===== src/rtl/timer_scan_display_if.sv =====
// Bundle between the countdown timer and the scanned 2-digit display.
// master: drives TimerL/TimerR/Start, reads Seg/Sel/Done/DonePulse.
// slave : the display block; reads the timer digits, drives the display.
interface timer_scan_display_if;
   logic [3:0] TimerL;
   logic [3:0] TimerR;
   logic       Start;
   logic [7:0] Seg;
   logic [1:0] Sel;
   logic       Done;
   logic       DonePulse;

   modport master (
      output TimerL, TimerR, Start,
      input  Seg, Sel, Done, DonePulse
   );

   modport slave (
      input  TimerL, TimerR, Start,
      output Seg, Sel, Done, DonePulse
   );
endinterface


===== src/rtl/timer_scan_display.sv =====
// Scanned 2-digit active-low 7-seg driver for the countdown timer.
// Ports: CLK, RST (sync, active-high), bus (slave):
//   TimerL/TimerR/Start in (async to CLK), Seg/Sel out (active-low),
//   Done level and DonePulse one-shot on expiry.
module timer_scan_display #(
   parameter int unsigned SCAN_DIV  = 50000,
   parameter int unsigned GUARD     = 8,
   parameter int unsigned BLINK_DIV = 12500000,
   parameter int unsigned CNT_W     = 25
) (
   input  logic CLK,
   input  logic RST,
   timer_scan_display_if.slave bus
);
   localparam logic [CNT_W-1:0] SCAN_LAST  = CNT_W'(SCAN_DIV - 1);
   localparam logic [CNT_W-1:0] GUARD_LEN  = CNT_W'(GUARD);
   localparam logic [CNT_W-1:0] BLINK_LAST = CNT_W'(BLINK_DIV - 1);

   typedef enum logic {
      UNITS = 1'b0,
      TENS  = 1'b1
   } slot_e;

   logic [7:0]       s1_q, s2_q, latch_q;
   logic             st1_q, st2_q;
   logic             done_q, pulse_q;
   logic [CNT_W-1:0] cnt_q, bcnt_q;
   slot_e            slot_q;
   logic             blink_on_q;
   logic [7:0]       seg_q, seg_d;
   logic [1:0]       sel_q, sel_d;
   logic             exp_d;
   logic [3:0]       digit;
   logic             blank;

   function automatic logic [7:0] seg_enc(input logic [3:0] v);
      logic [7:0] r;
      unique case (v)
         4'd0:    r = 8'hC0;
         4'd1:    r = 8'hF9;
         4'd2:    r = 8'hA4;
         4'd3:    r = 8'hB0;
         4'd4:    r = 8'h99;
         4'd5:    r = 8'h92;
         4'd6:    r = 8'h82;
         4'd7:    r = 8'hF8;
         4'd8:    r = 8'h80;
         4'd9:    r = 8'h90;
         default: r = 8'hBF;
      endcase
      return r;
   endfunction

   // Latched value 4'hF on both digits can never look like "00",
   // so reset cannot produce a false expiry.
   assign exp_d = (latch_q == 8'h00) && !st2_q;

   always_comb begin
      digit = (slot_q == UNITS) ? latch_q[3:0] : latch_q[7:4];
      sel_d = 2'b11;
      seg_d = 8'hFF;
      blank = 1'b0;
      if (done_q && !blink_on_q)
         blank = 1'b1;
      if (slot_q == TENS && latch_q[7:4] == 4'd0 && !done_q)
         blank = 1'b1;
      if (cnt_q >= GUARD_LEN) begin
         sel_d = (slot_q == UNITS) ? 2'b10 : 2'b01;
         if (!blank)
            seg_d = seg_enc(digit);
      end
   end

   always_ff @(posedge CLK) begin
      if (RST) begin
         s1_q       <= 8'hFF;
         s2_q       <= 8'hFF;
         latch_q    <= 8'hFF;
         st1_q      <= 1'b1;
         st2_q      <= 1'b1;
         done_q     <= 1'b0;
         pulse_q    <= 1'b0;
         cnt_q      <= '0;
         slot_q     <= UNITS;
         bcnt_q     <= '0;
         blink_on_q <= 1'b1;
         seg_q      <= 8'hFF;
         sel_q      <= 2'b11;
      end else begin
         s1_q <= {bus.TimerL, bus.TimerR};
         s2_q <= s1_q;
         // Two equal consecutive samples filter out mid-update skew.
         if (s1_q == s2_q)
            latch_q <= s2_q;
         st1_q   <= bus.Start;
         st2_q   <= st1_q;
         done_q  <= exp_d;
         pulse_q <= exp_d && !done_q;

         if (cnt_q == SCAN_LAST) begin
            cnt_q  <= '0;
            slot_q <= (slot_q == UNITS) ? TENS : UNITS;
         end else begin
            cnt_q <= cnt_q + 1'b1;
         end

         // Held at 0/ON while idle, so each expiry starts visible.
         if (!done_q) begin
            bcnt_q     <= '0;
            blink_on_q <= 1'b1;
         end else if (bcnt_q == BLINK_LAST) begin
            bcnt_q     <= '0;
            blink_on_q <= !blink_on_q;
         end else begin
            bcnt_q <= bcnt_q + 1'b1;
         end

         seg_q <= seg_d;
         sel_q <= sel_d;
      end
   end

   assign bus.Seg       = seg_q;
   assign bus.Sel       = sel_q;
   assign bus.Done      = done_q;
   assign bus.DonePulse = pulse_q;
endmodule

===== src/flat_wrapper.sv =====
// flat-port wrapper written by rule: the top's interface ports become plain ports
module timer_scan_display_flat 
#(
   parameter int unsigned SCAN_DIV  = 50000,
   parameter int unsigned GUARD     = 8,
   parameter int unsigned BLINK_DIV = 12500000,
   parameter int unsigned CNT_W     = 25
)
  (CLK, RST, bus_TimerL, bus_TimerR, bus_Start, bus_Seg, bus_Sel, bus_Done, bus_DonePulse);
  timer_scan_display_if bus_i ();
  input  logic CLK;
  input  logic RST;
  input wire logic [$bits(bus_i.TimerL)-1:0] bus_TimerL;
  input wire logic [$bits(bus_i.TimerR)-1:0] bus_TimerR;
  input wire logic [$bits(bus_i.Start)-1:0] bus_Start;
  output wire logic [$bits(bus_i.Seg)-1:0] bus_Seg;
  output wire logic [$bits(bus_i.Sel)-1:0] bus_Sel;
  output wire logic [$bits(bus_i.Done)-1:0] bus_Done;
  output wire logic [$bits(bus_i.DonePulse)-1:0] bus_DonePulse;
  assign bus_i.TimerL = bus_TimerL;
  assign bus_i.TimerR = bus_TimerR;
  assign bus_i.Start = bus_Start;
  assign bus_Seg = bus_i.Seg;
  assign bus_Sel = bus_i.Sel;
  assign bus_Done = bus_i.Done;
  assign bus_DonePulse = bus_i.DonePulse;
  timer_scan_display #(.SCAN_DIV(SCAN_DIV), .GUARD(GUARD), .BLINK_DIV(BLINK_DIV), .CNT_W(CNT_W)) u_core (.CLK(CLK), .RST(RST), .bus(bus_i));
endmodule

===== config.mk =====
export PLATFORM = sky130hd
export DESIGN_NAME = timer_scan_display_flat
export DESIGN_NICKNAME = d
export VERILOG_FILES = /design/src/rtl/timer_scan_display_if.sv /design/src/rtl/timer_scan_display.sv /design/src/flat_wrapper.sv
export SDC_FILE = /design/constraint.sdc
export NUM_CORES = 1
export LEC_CHECK = 0
export ABC_AREA = 0
export BUFFER_PORTS_ARGS = -buffer_cell sky130_fd_sc_hd__buf_4
export CELL_PAD_IN_SITES_DETAIL_PLACEMENT = 1
export CELL_PAD_IN_SITES_GLOBAL_PLACEMENT = 1
export CORE_MARGIN = 2
export CORE_UTILIZATION = 30
export DETAILED_ROUTE_END_ITERATION = 16
export PLACE_DENSITY = 0.57
export SLEW_MARGIN = 20
export SYNTH_ARGS = -nofsm -noshare
export SYNTH_HDL_FRONTEND = slang
export SYNTH_SLANG_ARGS = --single-unit

===== constraint.sdc =====
create_clock -name CLK -period 4.05 [get_ports CLK]
set_input_delay 0.2025 -clock CLK [delete_from_list [all_inputs] [get_ports CLK]]
set_output_delay 0.2025 -clock CLK [all_outputs]
set_load 0.005 [all_outputs]

# After elaboration in Yosys (flattened, before gate mapping)
# Memories as Yosys holds them, arrays and structs flattened. A register that Yosys moved wholly into a read port is not among the register bits.
# Cells that the tools add are included.
[classes] n_addsub=2 n_lt_le_gt_ge=1 n_eq_ne=3 n_mux=5 bitwise=2 n_reduce_logical=15
[ops] op="$add A25 B1 Y25 const B" n=2
[ops] op="$eq A25 B16 Y1 const B" n=1
[ops] op="$eq A25 B24 Y1 const B" n=1
[ops] op="$ge A25 B4 Y1 const B" n=1
[ops] op="$eq A8 B8 Y1" n=1
[ops] op="$logic_not A8 Y1" n=1
[ops] op="$reduce_or A2 Y1" n=3
[ops] op="$reduce_or A3 Y1" n=2
[ops] op="$logic_and A1 B1 Y1" n=5
[ops] op="$logic_not A4 Y1" n=1
[ops] op="$mux W4" n=1
[ops] op="$logic_not A1 Y1" n=3
[ops] op="$mux W1" n=3
[ops] op="$mux W2" n=1
[ops] op="$not A1 Y1" n=2
[word_totals] register_bits=90 mem_bits_ro=112 input_bits=11 out_inout_bits=12 elab_cells=42 n_memories=1
[memory_table] memory="(name not given)" depth=16 width=7 rd=1 rd_clocked_by_memory_dff=1 write_ports=0 line_no="timer_scan_display.sv:38" source="unique case (v)"

# Longest topological paths before layout
# Gate-level depths: netlist (run 1).
[depth] word_depth=5 depth_mapped=7 mapped_depth_nobuf=6

# Least setup slack after synthesis (run 1)
# Ideal clock, no wire load.
[synth_path] kind="register to register" startpoint="register u_core.cnt_q[0]" endpoint="register u_core.cnt_q[20]" setup_time_ns=0.070 t_arrival_ns=1.844 required_ns=3.980 setup_slack_ns=2.135 stages_incl_launch_ff=7 n_path_buf=1 synth_period_minus_slack_ns=1.915 cell_sequence="dfxtp_1 ha_1 nand3_1 or4_1 clkbuf_1 or3_1 a21oi_1"
[synth_between] elab_chain_cells=2 elab_cells_between_ends=3 classes_between="add/sub: 1; eq/ne: 1; reduce/logical: 1"
[synth_rtl] item="from (decl)" line_no="timer_scan_display.sv:27" source="logic [CNT_W-1:0] cnt_q, bcnt_q;"
[synth_rtl] item="from (signal assigned)" line_no="timer_scan_display.sv:104" source="cnt_q <= cnt_q + 1'b1;"
[synth_rtl] item="branches (longest 2 deep; another with $add A25 B1 Y25)"
# Parallel ways; which one is timed is not known.
# A chain may end at the register's enable or synchronous reset.

# Worst setup path after layout (run 1)
[layout_path] startpoint="register u_core.cnt_q[0]" endpoint="register u_core.cnt_q[22]"
# The elaborated chain is that of the path after synthesis.

==> results of run 1 <==
-- layer usage --
layer | track usage [%] | share of wire, %
met5 | 0 | 0
met4 | 4.29 | 1.1
met3 | 5.04 | 2.8
met2 | 21.7 | 47
met1 | 17.9 | 50
-- sequential cells by signal (all words and copies together) (netlist names) --
name                  count
u_core.bcnt_q            25
u_core.blink_on_q         1
u_core.bus.Done           1
u_core.bus.DonePulse      1
u_core.bus.Seg            7
u_core.bus.Sel            2
u_core.cnt_q             25
u_core.latch_q            8
u_core.s1_q               8
u_core.s2_q               8
u_core.slot_q             1
u_core.st1_q              1
u_core.st2_q              1
-- layout make-up --
class / count / area (um2) / share of cell area (%)
clock buffers: 10 / 239 / 5.25
multi-input cells: 313 / 2000 / 43.9
well taps: 172 / 215 / 4.73
clock inverters: 5 / 104 / 2.28
repair buffers: 23 / 173 / 3.80
inverters: 11 / 41.3 / 0.908
flip-flops and latches: 89 / 1780 / 39.2
-- Yosys cell counts (all sizes together) (2+ instances only) --
master and number:
dfxtp 89, nand3 40, o21ai 27, nand2 21, nor2 21, nor3 20, or2 19, or3 19
nand4 17, xnor2 17, xor2 16, a21oi 14, clkbuf 14, a211oi 11, inv 11, and4 9
ha 8, nor4 8, or4 7, buf 6, mux2i 6, and3 5, o211ai 5, and2 4
o31ai 4, o41ai 2, or3b 2
-- kinds of logic (layout without fill, tap and decap cells) --
kind of cell / Yosys count / in the layout
fa+ha+maj: 8 / 8
simple gates: 197 / 197
mux: 7 / 7
xor+xnor: 33 / 33
other cells: 1 / 1
compound gates: 67 / 67
buf+inv: 31 / 49
flops: 89 / 89
-- worst max path at each step --
stage                           from                 to  slack, ns  cells past startpoint
floorplan            u_core.cnt_q[0]   u_core.cnt_q[20]       2.14                      6
global placement     u_core.cnt_q[0]    u_core.cnt_q[3]       1.79                      6
detailed placement   u_core.cnt_q[0]   u_core.cnt_q[22]       1.70                      6
CTS                  u_core.cnt_q[0]   u_core.cnt_q[22]       1.70                      6
global route        u_core.bcnt_q[0]  u_core.bcnt_q[12]       1.51                      6
finish               u_core.cnt_q[0]   u_core.cnt_q[22]       1.69                      6
-- power groups by stage --
stage | sequential (mW) | combinational, mW | clock (mW)
floorplan | 0.920 | 0.0558 | 0
finish | 0.904 | 0.0738 | 0.959
CTS | 0.904 | 0.0757 | 0.997
detailed placement | 0.924 | 0.0754 | 0
global route | 0.906 | 0.0852 | 1.04
global placement | 0.923 | 0.0745 | 0
-- stage by stage --
stage / instance area [um2] / cells / hold slack [ns] / utilization, % / worst slack [ns]
floorplan: 3900 / 433 / 0.305 / - / 2.14
detailed placement: 4210 / 608 / 0.390 / 33.2 / 1.70
global route: 4550 / 623 / 0.0156 / 35.9 / 1.51
global placement: 4210 / 608 / 0.386 / 33.2 / 1.79
CTS: 4550 / 623 / 0.0200 / 35.9 / 1.70
finish: 4550 / 623 / 0.0376 / 35.9 / 1.69
==> results.toml, run 1 <==
[pwr]
power.share.combinational_pct = 3.8
vdd_drop_max_uv = 369
p_seq_share_pct = 46.7
p_int_mw = 1.54
swShare_pct = 20.5
power_switching_mw = 0.396
total_power_mw = 1.94
power_density_nw_per_um2 = 426
clkPwrFrac_pct = 49.5
leakagePower_nw = 1.46

[sta]
rsz0062_at_grt = "no"
relSlewSlack_pct = 36.4
finalMaxSlewViolations = 0
final.setup_skew_ns = 0.00721
setup_viol = 0
worst_slew_pin_slew_ns = 0.951
fin_crit_sh_pct = 58.3
period_needed_ns = 2.36
finalSetupTns_ns = 0
fmax_mhz = 424
finalHoldViolCount = 0

[run_status]
status = "finished, final reports clean"

[synth]
ys_types = 45
seq_area_frac_synth_pct = 45.7
synthCells = 433
synth_edf_count = 0
synth.area.top_cells = "dfxtp_1 46%, nand3_1 4.9%, xnor2_1 3.8%, xor2_1 3.6%, o21ai_0 3.3%"
syn-num-nets = 452
synth_top_family_by_area = "simple AND/OR/NAND/NOR gates"
yosys.area.top_type = "dfxtp_1"
synthAdderAreaFrac_pct = 2.56
synth_xor_area_share_pct = 7.41
ys_seq_elements = 89
synth_ff_type = "dfxtp_1"
synthMuxAreaShare_pct = 1.83
yosys_warnings = 0
synth_area_um2 = 3900
async_flop_share_pct = 0
synthSimpleGateAreaFrac_pct = 28.7
syn_avg_cell_area_um2 = 9.01
yosysTopAreaCellShare_pct = 45.7
synth_compound_area_share_pct = 10.5

[routing]
drt_drc_violations_left = 0
vias = 3167
ant_nets = 0
dr.pass1.iters = 4
drt_iter0_markers = 139
routedWlPerCell_um = 14.6
viasPerCell = 5.08
drt_wl_total_mm = 9.08

[clock_network]
root_buffer = "clkbuf_16"
cts_resized = 0
postCtsHoldBufs = 0
clk_pin_slew_ns = 0.06
postCtsSetupBuffers = 0
clockBufferDepth = 2
cts_tree = "yes"
numCtsBuffers = 9
clkLatencyLatePin_ns = 0.34
h-tree-depth = 3
cts.sinks = 89

[final_layout]
num_antenna_cells = 0
nNetsFinal = 466
final_common_cell = "dfxtp_1"
drive_gt1_share_pct = 14.2
area_growth_pct = 16.6
n_fill_cell = 1488
final_cell_mix = "89 x dfxtp_1, 38 x nand3_1, 26 x o21ai_0"

[worst_setup_path]
path_cells = "ha_1 -> nand3_1 -> or3_1 -> o21ai_1 -> buf_4 -> a21oi_1"
cpPeakStageDelay_ns = 0.67
path_class = "register to register"
path_delay_family = "compound AO/OA/AOI/OAI gates"
worstReg2RegStart = "u_core.cnt_q[0]"
start_kind = "register"
cp.arrival_ns = 2.58
cp.required_ns = 4.27
cp-end-kind = "register"
critPathBufInv = 1
crit_slowest_cell = "o21ai_1"
worst_r2r_endpoint = "u_core.cnt_q[22]"
worst-path-max-fanout = 14
reg2reg_depth = 6
regToRegSetupSlack_ns = 1.69

[global_route]
grt_pass1_wl_mm = 15.6
grt_pass1_vias = 3103
grt_max_degree = 27
antenna_found_initial = 0
grtUsageTotal_pct = 13.9
overflow = 0

[floorplanning]
die_w_um = 118
initial_core_util_pct = 30.8
rows = 41
ioPinCount = 23
coreArea_um2 = 12700
die_h_um = 118
design.die.area_um2 = 13900

[hold_path]
hp-class = "input port to register"
hp-start = "bus_TimerR[1]"
whs_endpoint = "u_core.s1_q[1]"
hold_depth = 2

[place]
place.gp.congestion = 0.758
io_buffers = 21
dpl.hpwl_mm = 6.36

[job]
max_cap_viol_count = 0
(Power assumes the default switching activity.)
==> run 2, diff against run 1 <==
- ABC_AREA: 0 -> 1
- PLACE_DENSITY: 0.57 -> 0.59
- clock period: 4.05 -> 2.21 ns (I/O delays scaled with it)
==> results.toml, run 2 <==
[clock_network]
cts_tree = "yes"
numCtsBuffers = 9
root_buffer = "clkbuf_16"
cts.sinks = 89
postCtsHoldBufs = 9
clk_pin_slew_ns = 0.08
cts_resized = 0
postCtsSetupBuffers = 0
clockBufferDepth = 2
h-tree-depth = 3
clkLatencyLatePin_ns = 0.35

[final_layout]
nNetsFinal = 683
n_fill_cell = 1828
utilization_pct = 35.3
area_growth_pct = 16.0
biggestRegsByFlops = "u_core.bcnt_q: 25 flops, u_core.cnt_q: 25 flops"
final_common_cell = "nand2_1"
drive_gt1_share_pct = 13.8
num_antenna_cells = 0
final_cell_mix = "177 x nand2_1, 117 x nor2_1, 89 x dfxtp_1"

[synth]
async_flop_share_pct = 0
ys_types = 34
yosysTopAreaCellShare_pct = 40.6
syn-num-nets = 651
synthCells = 632
synthTopCellsByCount = "177 x nand2_1, 117 x nor2_1, 89 x dfxtp_1"
syn_avg_cell_area_um2 = 6.95
yosys.area.top_type = "dfxtp_1"
yosys_warnings = 0
ys_seq_elements = 89
synth_ff_type = "dfxtp_1"
synth_area_um2 = 4390
synth_edf_count = 0
synth.area.top_cells = "dfxtp_1 41%, nand2_1 15%, nor2_1 10%, nand3_1 5.4%, inv_1 5.0%"
seq_area_frac_synth_pct = 40.6
synth_most_common_cell = "nand2_1"

[worst_setup_path]
startpoint = "u_core.cnt_q[0]"
worst_r2r_endpoint = "u_core.cnt_q[9]"
endpoint = "u_core.cnt_q[9]"
path_class = "register to register"
reg2reg_depth = 6
start_kind = "register"
cp.required_ns = 2.43
cp.arrival_ns = 2.00
worst-path-max-fanout = 25
cp-end-kind = "register"
regToRegSetupSlack_ns = 0.43
worstReg2RegStart = "u_core.cnt_q[0]"

[place]
io_buffers = 21
dpl.hpwl_mm = 8.30
place.gp.congestion = 0.741

[pwr]
p_seq_share_pct = 49.2
power_switching_mw = 0.849
clkPwrFrac_pct = 46.6
power_density_nw_per_um2 = 658
leakagePower_nw = 1.94
p_int_mw = 2.50
swShare_pct = 25.3
power.share.combinational_pct = 4.2
vdd_drop_max_uv = 312

[global_route]
grt_max_degree = 26
overflow = 0
grtUsageTotal_pct = 14.5
grt_pass1_wl_mm = 18.8
antenna_found_initial = 0
grt_pass1_vias = 4035

[floorplanning]
design.die.area_um2 = 15600
die_h_um = 125
rows = 44
die_w_um = 125
initial_core_util_pct = 30.4
ioPinCount = 23
coreArea_um2 = 14400

[hold_path]
hp-start = "RST"
hp-class = "input port to register"
hold_depth = 2

[sta]
setup_viol = 0
relSlewSlack_pct = 64.6
worst_slew_pin_slew_ns = 0.530
finalMaxSlewViolations = 0
finalHoldViolCount = 0
fin_crit_sh_pct = 80.6
rsz0062_at_grt = "no"
final.setup_skew_ns = 0.00827
fmax_mhz = 561
finalSetupTns_ns = 0
period_needed_ns = 1.78

[routing]
drt_iter0_markers = 107
vias = 3860
drt_wl_total_mm = 10.6
viasPerCell = 4.53
routedWlPerCell_um = 12.5
dr.pass1.iters = 4
ant_nets = 0
drt_drc_violations_left = 0

[run_status]
status = "finished, final reports clean"

[job]
max_cap_viol_count = 0
==> run 2: cell families after synthesis <==
group / synth area share, %
and+or+nand+nor: 39.9
DFF: 40.6
buffers and inverters: 7.29
AOI/OAI and AO/OA: 4.64
xor gates and xnor gates: 5.19
adders and majority gates: 2.28
other: 0.0854
==> run 2: worst min path at each step <==
stage,to
after floorplan,u_core.s1_q[0]
after global placement,u_core.s1_q[2]
after detailed placement,u_core.st1_q
after CTS,u_core.s2_q[7]
after global routing,u_core.s1_q[6]
final,u_core.s2_q[7]
==> run 2: worst max-delay path, cell delays in order (launching register included) <==
cell and delay, ns:
dfxtp_1 0.40, ha_1 0.25, nand3_2 0.16, nor2_1 0.20, nand3_1 0.11, nand2_2 0.42, nor2_1 0.10
==> run 2: through the flow <==
step | hold WS (ns) | worst slack (ns) | cell area [um2] | power [mW] | std cells
CTS | 0.0968 | 0.388 | 5100 | 3.42 | 853
global placement | 0.296 | 0.474 | 4700 | 1.81 | 828
global route | 0.122 | 0.189 | 5100 | 3.51 | 853
finish | 0.110 | 0.428 | 5100 | 3.35 | 853
floorplan | 0.214 | 0.731 | 4390 | 1.78 | 632
detailed placement | 0.299 | 0.404 | 4700 | 1.82 | 828
==> run 2: layout make-up <==
class	instances	area, um2	share of cell area, %
Tap cell	184	230	4.52
Clock buffer	9	225	4.42
Timing Repair Buffer	30	248	4.86
Clock inverter	7	81.3	1.60
Sequential cell	89	1780	35.0
Multi-Input combinational cell	470	2290	44.9
Inverter	64	240	4.71
==> run 2: layer usage <==
| layer | part of all wire [%] | GRT usage (%) | wire, um |
|---|---|---|---|
| met1 | 46 | 17.2 | 4910 |
| met2 | 51 | 26.3 | 5380 |
| met3 | 1.9 | 2.44 | 198 |
| met4 | 1.4 | 5.29 | 145 |
| met5 | 0 | 0 | 0 |
==> run 2: power groups by stage <==
stage               clock network (mW)  registers, mW  logic [mW]
finish                            1.56           1.65       0.139
global route                      1.69           1.65       0.164
CTS                               1.62           1.65       0.143
floorplan                            0           1.68      0.0993
global placement                     0           1.69       0.125
detailed placement                   0           1.69       0.130
==> run 3, diff against run 2 <==
- clock period: 2.21 -> 1.8 ns (I/O delays scaled with it)
==> results.toml, run 3 (same netlist as run 2, synthesis figures left out) <==
[routing]
drt_wl_total_mm = 10.9
drt_iter0_markers = 108
vias = 3881
ant_nets = 0
dr.pass1.iters = 4
routedWlPerCell_um = 12.7
viasPerCell = 4.53
drt_drc_violations_left = 0

[clock_network]
cts_tree = "yes"
clockBufferDepth = 2
numCtsBuffers = 9
h-tree-depth = 3
clk_pin_slew_ns = 0.07
cts.sinks = 89
root_buffer = "clkbuf_16"
clkLatencyLatePin_ns = 0.35
postCtsSetupBuffers = 0

[final_layout]
seqCellArea_um2 = 1780
nNetsFinal = 687
multi_input_area_um2 = 2300
final_cell_mix = "177 x nand2_1, 117 x nor2_1, 88 x dfxtp_1"
area_growth_pct = 17.4
drive_gt1_share_pct = 14.4
final_common_cell = "nand2_1"
n_fill_cell = 1822
num_antenna_cells = 0
utilization_pct = 35.8
biggestRegsByFlops = "u_core.bcnt_q: 25 flops, u_core.cnt_q: 25 flops"
design_area_um2 = 5160

[pwr]
p_int_mw = 3.21
p_seq_share_pct = 47.7
power.share.combinational_pct = 4.4
vdd_drop_max_uv = 536
power_density_nw_per_um2 = 823
leakagePower_nw = 1.97
clkPwrFrac_pct = 47.9
swShare_pct = 24.4
total_power_mw = 4.25
power_switching_mw = 1.04

[sta]
finalSetupTns_ns = 0
worst_slew_pin_slew_ns = 0.522
rsz0062_at_grt = "no"
finalHoldViolCount = 0
final.setup_skew_ns = 0.00840
fin_crit_sh_pct = 87.7
finalMaxSlewViolations = 0
period_needed_ns = 1.58
fin_worst_hold_slack_ns = 0.0864
fmax_mhz = 633
setup_viol = 0
relSlewSlack_pct = 65.1

[floorplanning]
ioPinCount = 23
die_w_um = 125
coreArea_um2 = 14400
die_h_um = 125
rows = 44
initial_core_util_pct = 30.4
design.die.area_um2 = 15600

[global_route]
grt_pass1_wl_mm = 19.1
antenna_found_initial = 0
overflow = 0
grt_max_degree = 26
grtUsageTotal_pct = 14.9
grt_pass1_vias = 4083

[worst_setup_path]
cpPeakStageDelay_ns = 0.45
worstReg2RegStart = "u_core.slot_q"
cpMostUsedCell = "nand2_1"
path_class = "register to register"
crit_slowest_cell = "dfxtp_2"
startpoint = "u_core.slot_q"
worst-path-max-fanout = 12
start_kind = "register"
cp.arrival_ns = 1.81
cp-end-kind = "register"
cp.required_ns = 2.03
path_cells = "nand2_1 -> o21ai_1 -> inv_1 -> ha_1 -> inv_1 -> nand2_1 -> nand3_1 -> nand2_1 -> inv_1 -> nand2_1"

[place]
place.gp.congestion = 0.850
dpl.hpwl_mm = 8.28
dpl_cell_area_um2 = 4740
io_buffers = 21

[run_status]
status = "finished, final reports clean"

[hold_path]
hp-class = "input port to register"
hp-start = "RST"

[job]
max_cap_viol_count = 0
## run 3: cell types whose count changed in the layout (fill, tap and decap cells not counted)
cell,change
buf_12,+1
buf_4,+3
bufinv_16,+1
clkinv_8,-2
dfxtp_1,-1
dfxtp_2,+1
inv_8,+1
nand2_4,-1
nand2_8,+1
## run 3: path summary, 6_finish.rpt
path              slack, ns                end  depth (start not counted)
hold / removal         0.09     u_core.s2_q[0]                          2
setup / recovery       0.22  u_core.bus.Seg[5]                         10
setup reg to reg       0.22  u_core.bus.Seg[5]                         10
hold reg to reg        0.41       u_core.st2_q                          1
## run 3: final cells by class
class / count / share of cell area (%)
Tap cell: 184 / 4.46
Inverter: 64 / 4.66
Timing Repair Buffer: 34 / 5.63
Sequential cell: 89 / 34.6
Multi-Input combinational cell: 470 / 44.6
Clock buffer: 9 / 4.37
Clock inverter: 7 / 1.75
## run 3: timing repair
action                                  CTS  global route
endpoints found under the hold margin     9             0
resized for setup                         0             2
hold buffers                              9             0
endpoints found under the setup margin    0            25
## run 3: critical path: cells and delay by family (launching register included)
| kind | cells | cell delay [ns] |
|---|---|---|
| flip-flops | 1 | 0.45 |
| AND/OR/NAND/NOR | 5 | 0.33 |
| AO/OA/AOI/OAI | 1 | 0.26 |
| buffers and inverters | 3 | 0.22 |
| adder cells (fa/ha/maj) | 1 | 0.21 |
## run 3: power by group through the flow
stage / clock (mW) / sequential [mW] / combinational (mW)
finish: 2.03 / 2.03 / 0.187
global route: 2.20 / 2.03 / 0.214
CTS: 2.13 / 2.03 / 0.190
detailed placement: 0 / 2.07 / 0.174
global placement: 0 / 2.07 / 0.168
floorplan: 0 / 2.07 / 0.122
## run 3: through the flow
stage,setup slack (ns),std cells
final,0.221,857
after global routing,0.0335,857
after CTS,0.0622,857
after detailed placement,0.0797,832
after global placement,0.164,832
after floorplan,0.321,632
## run 3: metal layers
metal  GRT usage (%)  wire length (um)
met1            17.9              5120
met2            26.2              5310
met3            2.44               185
met4            6.41               237
met5               0                 0
